File: src/rtl/hazard_ctrl_if.sv
// Signal bundle between the pipeline and the hazard controller.
// The pipeline side uses the master modport; hazard_ctrl uses the slave modport.
interface hazard_ctrl_if #(
    parameter int R_ADRESS_WIDTH = 5,
    parameter int CNT_WIDTH      = 16
);
    logic [R_ADRESS_WIDTH-1:0] id_rs1;
    logic [R_ADRESS_WIDTH-1:0] id_rs2;
    logic                      id_use_rs1;
    logic                      id_use_rs2;
    logic [R_ADRESS_WIDTH-1:0] ex_rd;
    logic                      ex_reg_write_en;
    logic                      ex_lw;
    logic                      ex_branch_taken;
    logic                      dmem_miss;
    logic                      dmem_ready;

    logic                      stall_if;
    logic                      bubble_id;
    logic                      flush_if;
    logic                      freeze;
    logic [1:0]                fwd_a_sel;
    logic [1:0]                fwd_b_sel;
    logic [CNT_WIDTH-1:0]      stall_count;

    modport master (
        output id_rs1, id_rs2, id_use_rs1, id_use_rs2,
        output ex_rd, ex_reg_write_en, ex_lw, ex_branch_taken,
        output dmem_miss, dmem_ready,
        input  stall_if, bubble_id, flush_if, freeze,
        input  fwd_a_sel, fwd_b_sel, stall_count
    );

    modport slave (
        input  id_rs1, id_rs2, id_use_rs1, id_use_rs2,
        input  ex_rd, ex_reg_write_en, ex_lw, ex_branch_taken,
        input  dmem_miss, dmem_ready,
        output stall_if, bubble_id, flush_if, freeze,
        output fwd_a_sel, fwd_b_sel, stall_count
    );
endinterface

File: src/rtl/hazard_ctrl.sv
// Pipeline hazard controller: load-use stalls, branch flushes, operand
// forwarding selects and a global freeze while the data cache refills.
//
//   state | meaning
//   ------+-----------------------------------------------------------
//   RUN   | normal flow; a miss without same-cycle ready freezes now
//   MISS  | refill in progress; frozen until dmem_ready, which unfreezes
module hazard_ctrl #(
    parameter int R_ADRESS_WIDTH = 5,
    parameter int CNT_WIDTH      = 16
) (
    input logic          clk,
    input logic          rst,
    hazard_ctrl_if.slave bus
);
    typedef enum logic [0:0] {
        RUN  = 1'b0,
        MISS = 1'b1
    } state_t;

    state_t                    state;
    state_t                    next_state;
    logic                      miss_hold;

    logic [R_ADRESS_WIDTH-1:0] mem_rd;
    logic [R_ADRESS_WIDTH-1:0] wb_rd;
    logic                      mem_we;
    logic                      wb_we;
    logic [CNT_WIDTH-1:0]      stall_cnt;

    logic                      ex_a, mem_a, wb_a;
    logic                      ex_b, mem_b, wb_b;
    logic                      load_use;

    logic                      stall_c;
    logic                      bubble_c;
    logic                      flush_c;
    logic                      freeze_c;
    logic [1:0]                fwd_a_c;
    logic [1:0]                fwd_b_c;

    // x0 is hardwired to zero, so it never forms a dependency.
    function automatic logic src_match(input logic                      use_src,
                                       input logic                      prod_we,
                                       input logic [R_ADRESS_WIDTH-1:0] src,
                                       input logic [R_ADRESS_WIDTH-1:0] prod);
        return use_src && prod_we && (src == prod) && (src != '0);
    endfunction

    // Selects name where the producer will sit once the consumer reaches EX.
    function automatic logic [1:0] fwd_pick(input logic m_ex,
                                            input logic m_mem,
                                            input logic m_wb);
        if (m_ex)       return 2'b01;
        else if (m_mem) return 2'b10;
        else if (m_wb)  return 2'b11;
        else            return 2'b00;
    endfunction

    assign ex_a  = src_match(bus.id_use_rs1, bus.ex_reg_write_en, bus.id_rs1, bus.ex_rd);
    assign mem_a = src_match(bus.id_use_rs1, mem_we, bus.id_rs1, mem_rd);
    assign wb_a  = src_match(bus.id_use_rs1, wb_we, bus.id_rs1, wb_rd);
    assign ex_b  = src_match(bus.id_use_rs2, bus.ex_reg_write_en, bus.id_rs2, bus.ex_rd);
    assign mem_b = src_match(bus.id_use_rs2, mem_we, bus.id_rs2, mem_rd);
    assign wb_b  = src_match(bus.id_use_rs2, wb_we, bus.id_rs2, wb_rd);

    assign load_use = bus.ex_lw && (ex_a || ex_b);

    // Miss FSM state register.
    always_ff @(posedge clk or negedge rst) begin
        if (!rst) state <= RUN;
        else      state <= next_state;
    end

    // Miss FSM next state and raw freeze condition.
    always_comb begin
        next_state = state;
        miss_hold  = 1'b0;
        case (state)
            RUN: begin
                miss_hold = bus.dmem_miss && !bus.dmem_ready;
                if (miss_hold) next_state = MISS;
            end
            MISS: begin
                miss_hold = !bus.dmem_ready;
                if (bus.dmem_ready) next_state = RUN;
            end
            default: next_state = RUN;
        endcase
    end

    // Hazard outputs: freeze beats branch, branch beats load-use; all quiet in reset.
    always_comb begin
        stall_c  = 1'b0;
        bubble_c = 1'b0;
        flush_c  = 1'b0;
        freeze_c = 1'b0;
        fwd_a_c  = 2'b00;
        fwd_b_c  = 2'b00;
        if (rst) begin
            freeze_c = miss_hold;
            fwd_a_c  = fwd_pick(ex_a, mem_a, wb_a);
            fwd_b_c  = fwd_pick(ex_b, mem_b, wb_b);
            if (!miss_hold) begin
                if (bus.ex_branch_taken) begin
                    flush_c  = 1'b1;
                    bubble_c = 1'b1;
                end else if (load_use) begin
                    stall_c  = 1'b1;
                    bubble_c = 1'b1;
                end
            end
        end
    end

    assign bus.stall_if    = stall_c;
    assign bus.bubble_id   = bubble_c;
    assign bus.flush_if    = flush_c;
    assign bus.freeze      = freeze_c;
    assign bus.fwd_a_sel   = fwd_a_c;
    assign bus.fwd_b_sel   = fwd_b_c;
    assign bus.stall_count = stall_cnt;

    // Shadow of MEM/WB destinations; bubbles and flushed slots still advance.
    always_ff @(posedge clk or negedge rst) begin
        if (!rst) begin
            mem_rd <= '0;
            mem_we <= 1'b0;
            wb_rd  <= '0;
            wb_we  <= 1'b0;
        end else if (!freeze_c) begin
            mem_rd <= bus.ex_rd;
            mem_we <= bus.ex_reg_write_en;
            wb_rd  <= mem_rd;
            wb_we  <= mem_we;
        end
    end

    // Saturating count of cycles lost to stalls or freezes.
    always_ff @(posedge clk or negedge rst) begin
        if (!rst) begin
            stall_cnt <= '0;
        end else if ((stall_c || freeze_c) && (stall_cnt != '1)) begin
            stall_cnt <= stall_cnt + {{(CNT_WIDTH-1){1'b0}}, 1'b1};
        end
    end
endmodule
File: src/flat_wrapper.sv
// flat-port wrapper written by rule: the top's interface ports become plain ports
module hazard_ctrl_flat 
#(
    parameter int R_ADRESS_WIDTH = 5,
    parameter int CNT_WIDTH      = 16
)
  (clk, rst, bus_id_rs1, bus_id_rs2, bus_id_use_rs1, bus_id_use_rs2, bus_ex_rd, bus_ex_reg_write_en, bus_ex_lw, bus_ex_branch_taken, bus_dmem_miss, bus_dmem_ready, bus_stall_if, bus_bubble_id, bus_flush_if, bus_freeze, bus_fwd_a_sel, bus_fwd_b_sel, bus_stall_count);
  hazard_ctrl_if #(.R_ADRESS_WIDTH(R_ADRESS_WIDTH), .CNT_WIDTH(CNT_WIDTH)) bus_i ();
  input logic clk;
  input logic rst;
  input wire logic [$bits(bus_i.id_rs1)-1:0] bus_id_rs1;
  input wire logic [$bits(bus_i.id_rs2)-1:0] bus_id_rs2;
  input wire logic [$bits(bus_i.id_use_rs1)-1:0] bus_id_use_rs1;
  input wire logic [$bits(bus_i.id_use_rs2)-1:0] bus_id_use_rs2;
  input wire logic [$bits(bus_i.ex_rd)-1:0] bus_ex_rd;
  input wire logic [$bits(bus_i.ex_reg_write_en)-1:0] bus_ex_reg_write_en;
  input wire logic [$bits(bus_i.ex_lw)-1:0] bus_ex_lw;
  input wire logic [$bits(bus_i.ex_branch_taken)-1:0] bus_ex_branch_taken;
  input wire logic [$bits(bus_i.dmem_miss)-1:0] bus_dmem_miss;
  input wire logic [$bits(bus_i.dmem_ready)-1:0] bus_dmem_ready;
  output wire logic [$bits(bus_i.stall_if)-1:0] bus_stall_if;
  output wire logic [$bits(bus_i.bubble_id)-1:0] bus_bubble_id;
  output wire logic [$bits(bus_i.flush_if)-1:0] bus_flush_if;
  output wire logic [$bits(bus_i.freeze)-1:0] bus_freeze;
  output wire logic [$bits(bus_i.fwd_a_sel)-1:0] bus_fwd_a_sel;
  output wire logic [$bits(bus_i.fwd_b_sel)-1:0] bus_fwd_b_sel;
  output wire logic [$bits(bus_i.stall_count)-1:0] bus_stall_count;
  assign bus_i.id_rs1 = bus_id_rs1;
  assign bus_i.id_rs2 = bus_id_rs2;
  assign bus_i.id_use_rs1 = bus_id_use_rs1;
  assign bus_i.id_use_rs2 = bus_id_use_rs2;
  assign bus_i.ex_rd = bus_ex_rd;
  assign bus_i.ex_reg_write_en = bus_ex_reg_write_en;
  assign bus_i.ex_lw = bus_ex_lw;
  assign bus_i.ex_branch_taken = bus_ex_branch_taken;
  assign bus_i.dmem_miss = bus_dmem_miss;
  assign bus_i.dmem_ready = bus_dmem_ready;
  assign bus_stall_if = bus_i.stall_if;
  assign bus_bubble_id = bus_i.bubble_id;
  assign bus_flush_if = bus_i.flush_if;
  assign bus_freeze = bus_i.freeze;
  assign bus_fwd_a_sel = bus_i.fwd_a_sel;
  assign bus_fwd_b_sel = bus_i.fwd_b_sel;
  assign bus_stall_count = bus_i.stall_count;
  hazard_ctrl #(.R_ADRESS_WIDTH(R_ADRESS_WIDTH), .CNT_WIDTH(CNT_WIDTH)) u_core (.clk(clk), .rst(rst), .bus(bus_i));
endmodule
File: config.mk
export PLATFORM = sky130hd
export DESIGN_NAME = hazard_ctrl_flat
export DESIGN_NICKNAME = d
export VERILOG_FILES = /design/src/rtl/hazard_ctrl_if.sv /design/src/rtl/hazard_ctrl.sv /design/src/flat_wrapper.sv
export SDC_FILE = /design/constraint.sdc
export NUM_CORES = 1
export LEC_CHECK = 0
export CAP_MARGIN = 40
export CORE_AREA = 2 2 75 59
export DETAILED_ROUTE_END_ITERATION = 8
export DIE_AREA = 0 0 77 61
export GPL_ROUTABILITY_DRIVEN = 1
export PLACE_DENSITY_LB_ADDON = 0.15
export SLEW_MARGIN = 0
export SYNTH_ARGS = -nofsm -noshare
export SYNTH_HDL_FRONTEND = slang
export SYNTH_SLANG_ARGS = --single-unit
File: constraint.sdc
create_clock -name clk -period 2.85 [get_ports clk]
set_input_delay 0.57 -clock clk [delete_from_list [all_inputs] [get_ports clk]]
set_output_delay 0.57 -clock clk [all_outputs]
set_load 0.1 [all_outputs]
==> results of run 1 <==
## worst register-to-register path: cells and delay by family, from the launching register on
kind	cells	cell delay (ns)
simple gates	4	1.36
flops	1	0.40
mux	1	0.33
fa+ha+maj	1	0.20
## where the power goes
part	switching [mW]	internal (mW)
sequential	0.0823	0.475
combinational	0.499	0.197
clock	0.160	0.218
total	0.742	0.890
## per-layer routing
layer | GRT usage | vias to the layer above | wire length [microns]
met1 | 0.329 | 787 | 2460
met2 | 0.338 | 40 | 2210
met4 | 0.0383 | 0 | 25
met3 | 0.0551 | 5 | 209
li1 | - | 844 | -
met5 | 0 | - | 0
## state kept, by name, indices dropped and copies added, names as in the netlist
signal and flops:
u_core.bus.stall_count 16, u_core.mem_rd 5, u_core.wb_rd 5, u_core.mem_we 1
u_core.state 1, u_core.wb_we 1
## cell usage after synthesis, types with 3 or more instances
cell	n
nand2_1	46
dfrtp_1	29
xor2_1	23
xnor2_1	18
nor2_1	9
a21oi_1	8
nand4_1	7
nor4_1	5
clkbuf_1	4
inv_1	4
nand2b_1	4
nand3_1	4
nor3_1	3
o211ai_1	3
o21ai_0	3
## layout make-up
type                       count  area, sq um
fill                         331         1210
multi-input combinational    163         1150
sequential                    29          728
timing repair buffer          72          674
clock buffer                   7         96.3
tap                           55         68.8
inverter                       4         15.0
clock inverter                 1         5.00
## worst max-delay path by stage
stage                             start                                    end  cells past startpoint
final                     bus_id_rs1[0]                       bus_fwd_a_sel[0]                      8
after global routing       bus_ex_rd[2]                           bus_stall_if                      6
after CTS                  bus_ex_rd[2]                           bus_stall_if                      7
after detailed placement   bus_ex_rd[4]  u_core.bus.stall_count[9]$_DFFE_PN0P_                      9
after global placement    bus_id_rs1[2]                           bus_stall_if                      7
after floorplan            bus_ex_rd[2]                           bus_stall_if                      4
## kinds of logic (layout without fill, tap and decap cells)
family,after synthesis,in the layout,share of synthesized area
AO/OA/AOI/OAI,29,29,0.118
XOR/XNOR,41,41,0.197
adder cells (fa/ha/maj),1,1,0.00687
buffers and inverters,9,84,0.0227
flip-flops,29,29,0.399
multiplexers,4,4,0.0234
AND/OR/NAND/NOR,88,88,0.233
## through the flow
stage / area (sq um) / setup TNS (ns)
3_5_place_dp: 2600 / -3.49
6_report: 2740 / 0
5_1_grt: 2740 / 0
3_3_place_gp: 2600 / -3.17
2_1_floorplan: 1850 / -0.212
4_1_cts: 2740 / -0.0758
## what timing repair did
action	in CTS	in global routing
pin swaps	13	10
setup endpoints to repair	6	5
resized for setup	23	29
==> results.yml, run 1 <==
timing:
  final_hold_viol_count: 0
  setup_viol: 0
  hold_slack_ns: 0.504
  period_share: 0.964
  timing.fmax_mhz: 364
  worst_slew_pin_slew_ns: 0.554
  rsz0062_at_grt: "false"
  slew_violations: 0
  worst_slack_ns: 0.104
  skew_ns: 0.00952
  period_needed_ns: 2.75
  slew_headroom: 0.627
floorplanning:
  fp-row-count: 20
  die_area_sq_um: 4700
  core_area_sq_um: 3950
  dieWidth_microns: 77
  fp.dieH_microns: 61
  start_util: 0.460
  boundaryPins: 48
worst_setup_path:
  critPathBufInv: 3
  r2r-end: "u_core.bus.stall_count[1]$_DFFE_PN0P_"
  cp_top_family: "simple AND/OR/NAND/NOR gates"
  worstPathArrival_ns: 2.18
  cp.required_ns: 2.28
  reg2reg_setup_slack_ns: 0.44
  cp-start-kind: "input port"
  cp-end-kind: "output pin"
  ff2ff_path_depth: 6
  cpPeakStageDelay_ns: 0.38
  path_max_fanout: 3
  critPathKind: "input port to output pin"
  slowest_stage: "nor4_2"
  crit_chain: "clkbuf_2 -> buf_6 -> xor2_2 -> nor4_2 -> nand3_1 -> o31ai_2 -> and2_4 -> buf_12"
  rr_startpoint: "u_core.bus.stall_count[0]$_DFFE_PN0P_"
drt:
  routed-via-count: 1676
  drc: 0
  routed_wl_microns: 4910
  drtIter0Drc: 78
  vias_per_cell: 5.06
  ant_nets: 0
  post_drt_wl_per_cell_microns: 14.8
  drt_pre_antenna_iters: 4
pwr:
  ir_drop_mv: 0.603
  power.density_nw_per_um2: 595
  total_power_mw: 1.63
  leakage_nw: 1.28
clocking:
  ctsHoldBuffers: 0
  clock_latency_ns: 0.28
  cts_setup_buffers: 0
  cts_tree: "yes"
  cts_max_path_buffers: 2
  cts_htree_levels: 2
  clk_pin_slew_worst_paths_ns: 0.07
  numCtsBuffers: 5
  cts_root_buf: "clkbuf_8"
  cts.sinks: 29
min_path:
  min_to: "u_core.bus.stall_count[7]$_DFFE_PN0P_"
  holdCritPathClass: "register to register"
  min-delay-start: "u_core.bus.stall_count[7]$_DFFE_PN0P_"
  hold_depth: 1
synth:
  ys.flop_type: "dfrtp_1"
  async_flop_share: 1.00
  synth_warnings: 0
  ys_types: 37
  yosysSeqAreaShare: 0.399
  ys_seq_elements: 29
  netlist_instances: 201
  syn_nets: 226
  syn_area_sq_um: 1820
  synth_edf_count: 0
  syn_avg_cell_area_sq_um: 9.06
  yosys.area.top_type: "dfrtp_1"
  synthTopCellsByArea: "dfrtp_1 (40%), xor2_1 (11%), nand2_1 (9.5%), xnor2_1 (8.7%), nand4_1 (2.4%)"
  synth_top_area_share: 0.399
finish:
  mostFrequentLayoutCell: "nand2_1"
  utilization: 0.694
  nets: 300
  finalNonFillerCells: 331
  drive_gt1_frac: 0.322
  layout-area-overhead-vs-synth_pct: 50.7
  antenna_cells: 0
  layout_common_cells: "nand2_1 (46), buf_4 (37), dfrtp_1 (27)"
place:
  placed_cells: 323
  place_ws_ns: -0.261
  hpwl_microns: 3660
  io_buffer_count: 47
  finalWeightedCongestion: 0.880
global_route:
  grt_usage: 0.222
  grt_pass1_wl_microns: 7970
  grt_max_degree: 22
  antenna_found_initial: 0
  grt_overflow_total: 0
  grt_pass1_vias: 1553
status:
  status: "finished clean"
flow_run:
  cap_violations: 0
Power figures use the tool's default switching activity.
==> run 2, diff against run 1 <==
--- a/config.mk
+++ b/config.mk
@@ -11,6 +11,7 @@
 export DIE_AREA = 0 0 77 61
 export GPL_ROUTABILITY_DRIVEN = 1
 export PLACE_DENSITY_LB_ADDON = 0.15
+export SETUP_SLACK_MARGIN = 0.02
 export SLEW_MARGIN = 0
 export SYNTH_ARGS = -nofsm -noshare
 export SYNTH_HDL_FRONTEND = slang
==> run 2 against run 1 <==
  * Maximum frequency increased by 0.55%
  * Sequential power about the same
  * Sequential share of layout area about the same
  * Global-route usage is 0.30 points higher
  * Setup slack improved by 0.015 ns
  * Clock skew fell by 0.00092 ns
  * Core utilization about the same
  * Clock-buffer cell count unchanged
  * Register-to-register slack hardly changed
==> results.yml, run 2 (synthesis results as in run 1) <==
worst_setup_path:
  cp-start-kind: "input port"
  crit_path_end: "bus_stall_if"
  reg2reg_setup_slack_ns: 0.45
  cp.required_ns: 2.28
  worstPathArrival_ns: 2.16
  path_max_fanout: 5
  ff2ff_path_depth: 6
  critPathLaunch: "bus_ex_rd[1]"
  cp-end-kind: "output pin"
  r2r-end: "u_core.bus.stall_count[1]$_DFFE_PN0P_"
  critPathKind: "input port to output pin"
  rr_startpoint: "u_core.bus.stall_count[0]$_DFFE_PN0P_"
clocking:
  ctsHoldBuffers: 0
  cts_htree_levels: 2
  clk_pin_slew_worst_paths_ns: 0.07
  cts_max_path_buffers: 2
  cts.sinks: 29
  cts_root_buf: "clkbuf_8"
  cts_tree: "yes"
  numCtsBuffers: 5
  clock_latency_ns: 0.27
floorplanning:
  core_area_sq_um: 3950
  start_util: 0.460
  fp.dieH_microns: 61
  fp-row-count: 20
  boundaryPins: 48
  dieWidth_microns: 77
  die_area_sq_um: 4700
pwr:
  leakage_nw: 1.27
  power.density_nw_per_um2: 594
  total_power_mw: 1.63
  ir_drop_mv: 0.589
flow_run:
  cap_violations: 0
timing:
  worst_slack_ns: 0.119
  skew_ns: 0.00861
  setup_viol: 0
  rsz0062_at_grt: "false"
  timing.fmax_mhz: 366
  worst_slew_pin_slew_ns: 0.542
  hold_slack_ns: 0.503
  period_share: 0.958
  slew_headroom: 0.635
  final_hold_viol_count: 0
  period_needed_ns: 2.73
  tns_ns: 0
  slew_violations: 0
finish:
  design_area_sq_um: 2740
  fillers: 330
  drive_gt1_frac: 0.324
  utilization: 0.693
  layout-area-overhead-vs-synth_pct: 50.6
  antenna_cells: 0
  finalNonFillerCells: 333
  layout_common_cells: "nand2_1 (46), buf_4 (40), dfrtp_1 (27)"
  nets: 302
  largest_reg_flops: 16
  mostFrequentLayoutCell: "nand2_1"
drt:
  drt_pre_antenna_iters: 4
  routed-via-count: 1684
  post_drt_wl_per_cell_microns: 14.4
  routed_wl_microns: 4780
  drtIter0Drc: 81
  drc: 0
  ant_nets: 0
  vias_per_cell: 5.06
global_route:
  antenna_found_initial: 0
  grt_usage: 0.225
  grt_overflow_total: 0
  grt_max_degree: 22
  grt_pass1_wl_microns: 8090
  grt_pass1_vias: 1589
min_path:
  holdCritPathClass: "register to register"
place:
  hpwl_microns: 3660
  dpl-instance-area_sq_um: 2600
  finalWeightedCongestion: 0.880
  io_buffer_count: 47
  placed_cells: 323
  place_ws_ns: -0.261
status:
  status: "finished clean"
==> run 2: cell types whose count changed in the layout (fill, tap and decap cells not counted) <==
cell,delta
buf_2,+1
buf_4,+3
buf_6,-1
clkbuf_2,-1
clkdlybuf4s15_1,+2
dlymetal6s2s_1,-2
xor2_1,+1
xor2_2,-1
==> run 2: metal layers <==
metal	wire, microns	part of all wire	up-vias	global-route usage
li1	-	-	846	-
met5	0	0	-	0
met2	2140	0.45	37	0.347
met1	2400	0.50	796	0.328
met3	217	0.045	5	0.0565
met4	30	0.0063	0	0.0434
==> run 2: final cells by class <==
| type | instances | area (sq um) | area share |
|---|---|---|---|
| Clock buffer | 7 | 96.3 | 0.0351 |
| Clock inverter | 1 | 5.00 | 0.00183 |
| Inverter | 4 | 15.0 | 0.00548 |
| Multi-Input combinational cell | 163 | 1150 | 0.419 |
| Sequential cell | 29 | 728 | 0.266 |
| Tap cell | 55 | 68.8 | 0.0251 |
| Timing Repair Buffer | 74 | 681 | 0.248 |
==> run 2: where the power goes <==
part           switching [mW]  internal [mW]  leakage [nW]
combinational           0.498          0.196         0.855
sequential             0.0811          0.476         0.363
clock                   0.158          0.218        0.0542
total                   0.737          0.890          1.27
==> run 2: worst min-delay path by stage <==
| stage | start | to | slack [ns] | cells past startpoint |
|---|---|---|---|---|
| detailed placement | u_core.bus.stall_count[7]$_DFFE_PN0P_ | u_core.bus.stall_count[7]$_DFFE_PN0P_ | 0.50 | 1 |
| floorplan | rst | u_core.bus.stall_count[0]$_DFFE_PN0P_ | 0.27 | 0 |
| global route | u_core.bus.stall_count[7]$_DFFE_PN0P_ | u_core.bus.stall_count[7]$_DFFE_PN0P_ | 0.54 | 1 |
| finish | u_core.bus.stall_count[7]$_DFFE_PN0P_ | u_core.bus.stall_count[7]$_DFFE_PN0P_ | 0.50 | 1 |
| global placement | u_core.bus.stall_count[7]$_DFFE_PN0P_ | u_core.bus.stall_count[7]$_DFFE_PN0P_ | 0.48 | 1 |
| CTS | u_core.bus.stall_count[7]$_DFFE_PN0P_ | u_core.bus.stall_count[7]$_DFFE_PN0P_ | 0.51 | 1 |
==> run 2: timing repair <==
| action | CTS | global route |
|---|---|---|
| gates resized for setup | 33 | 20 |
| pin swaps | 16 | 10 |
| setup endpoints to repair | 6 | 4 |
| buffers inserted | 2 | 0 |
==> run 2: worst max-delay path: stages <==
cell             delay (ns)
clkdlybuf4s50_1        0.47
xnor2_1                0.27
nand4b_4               0.17
a2111oi_4              0.44
buf_12                 0.22
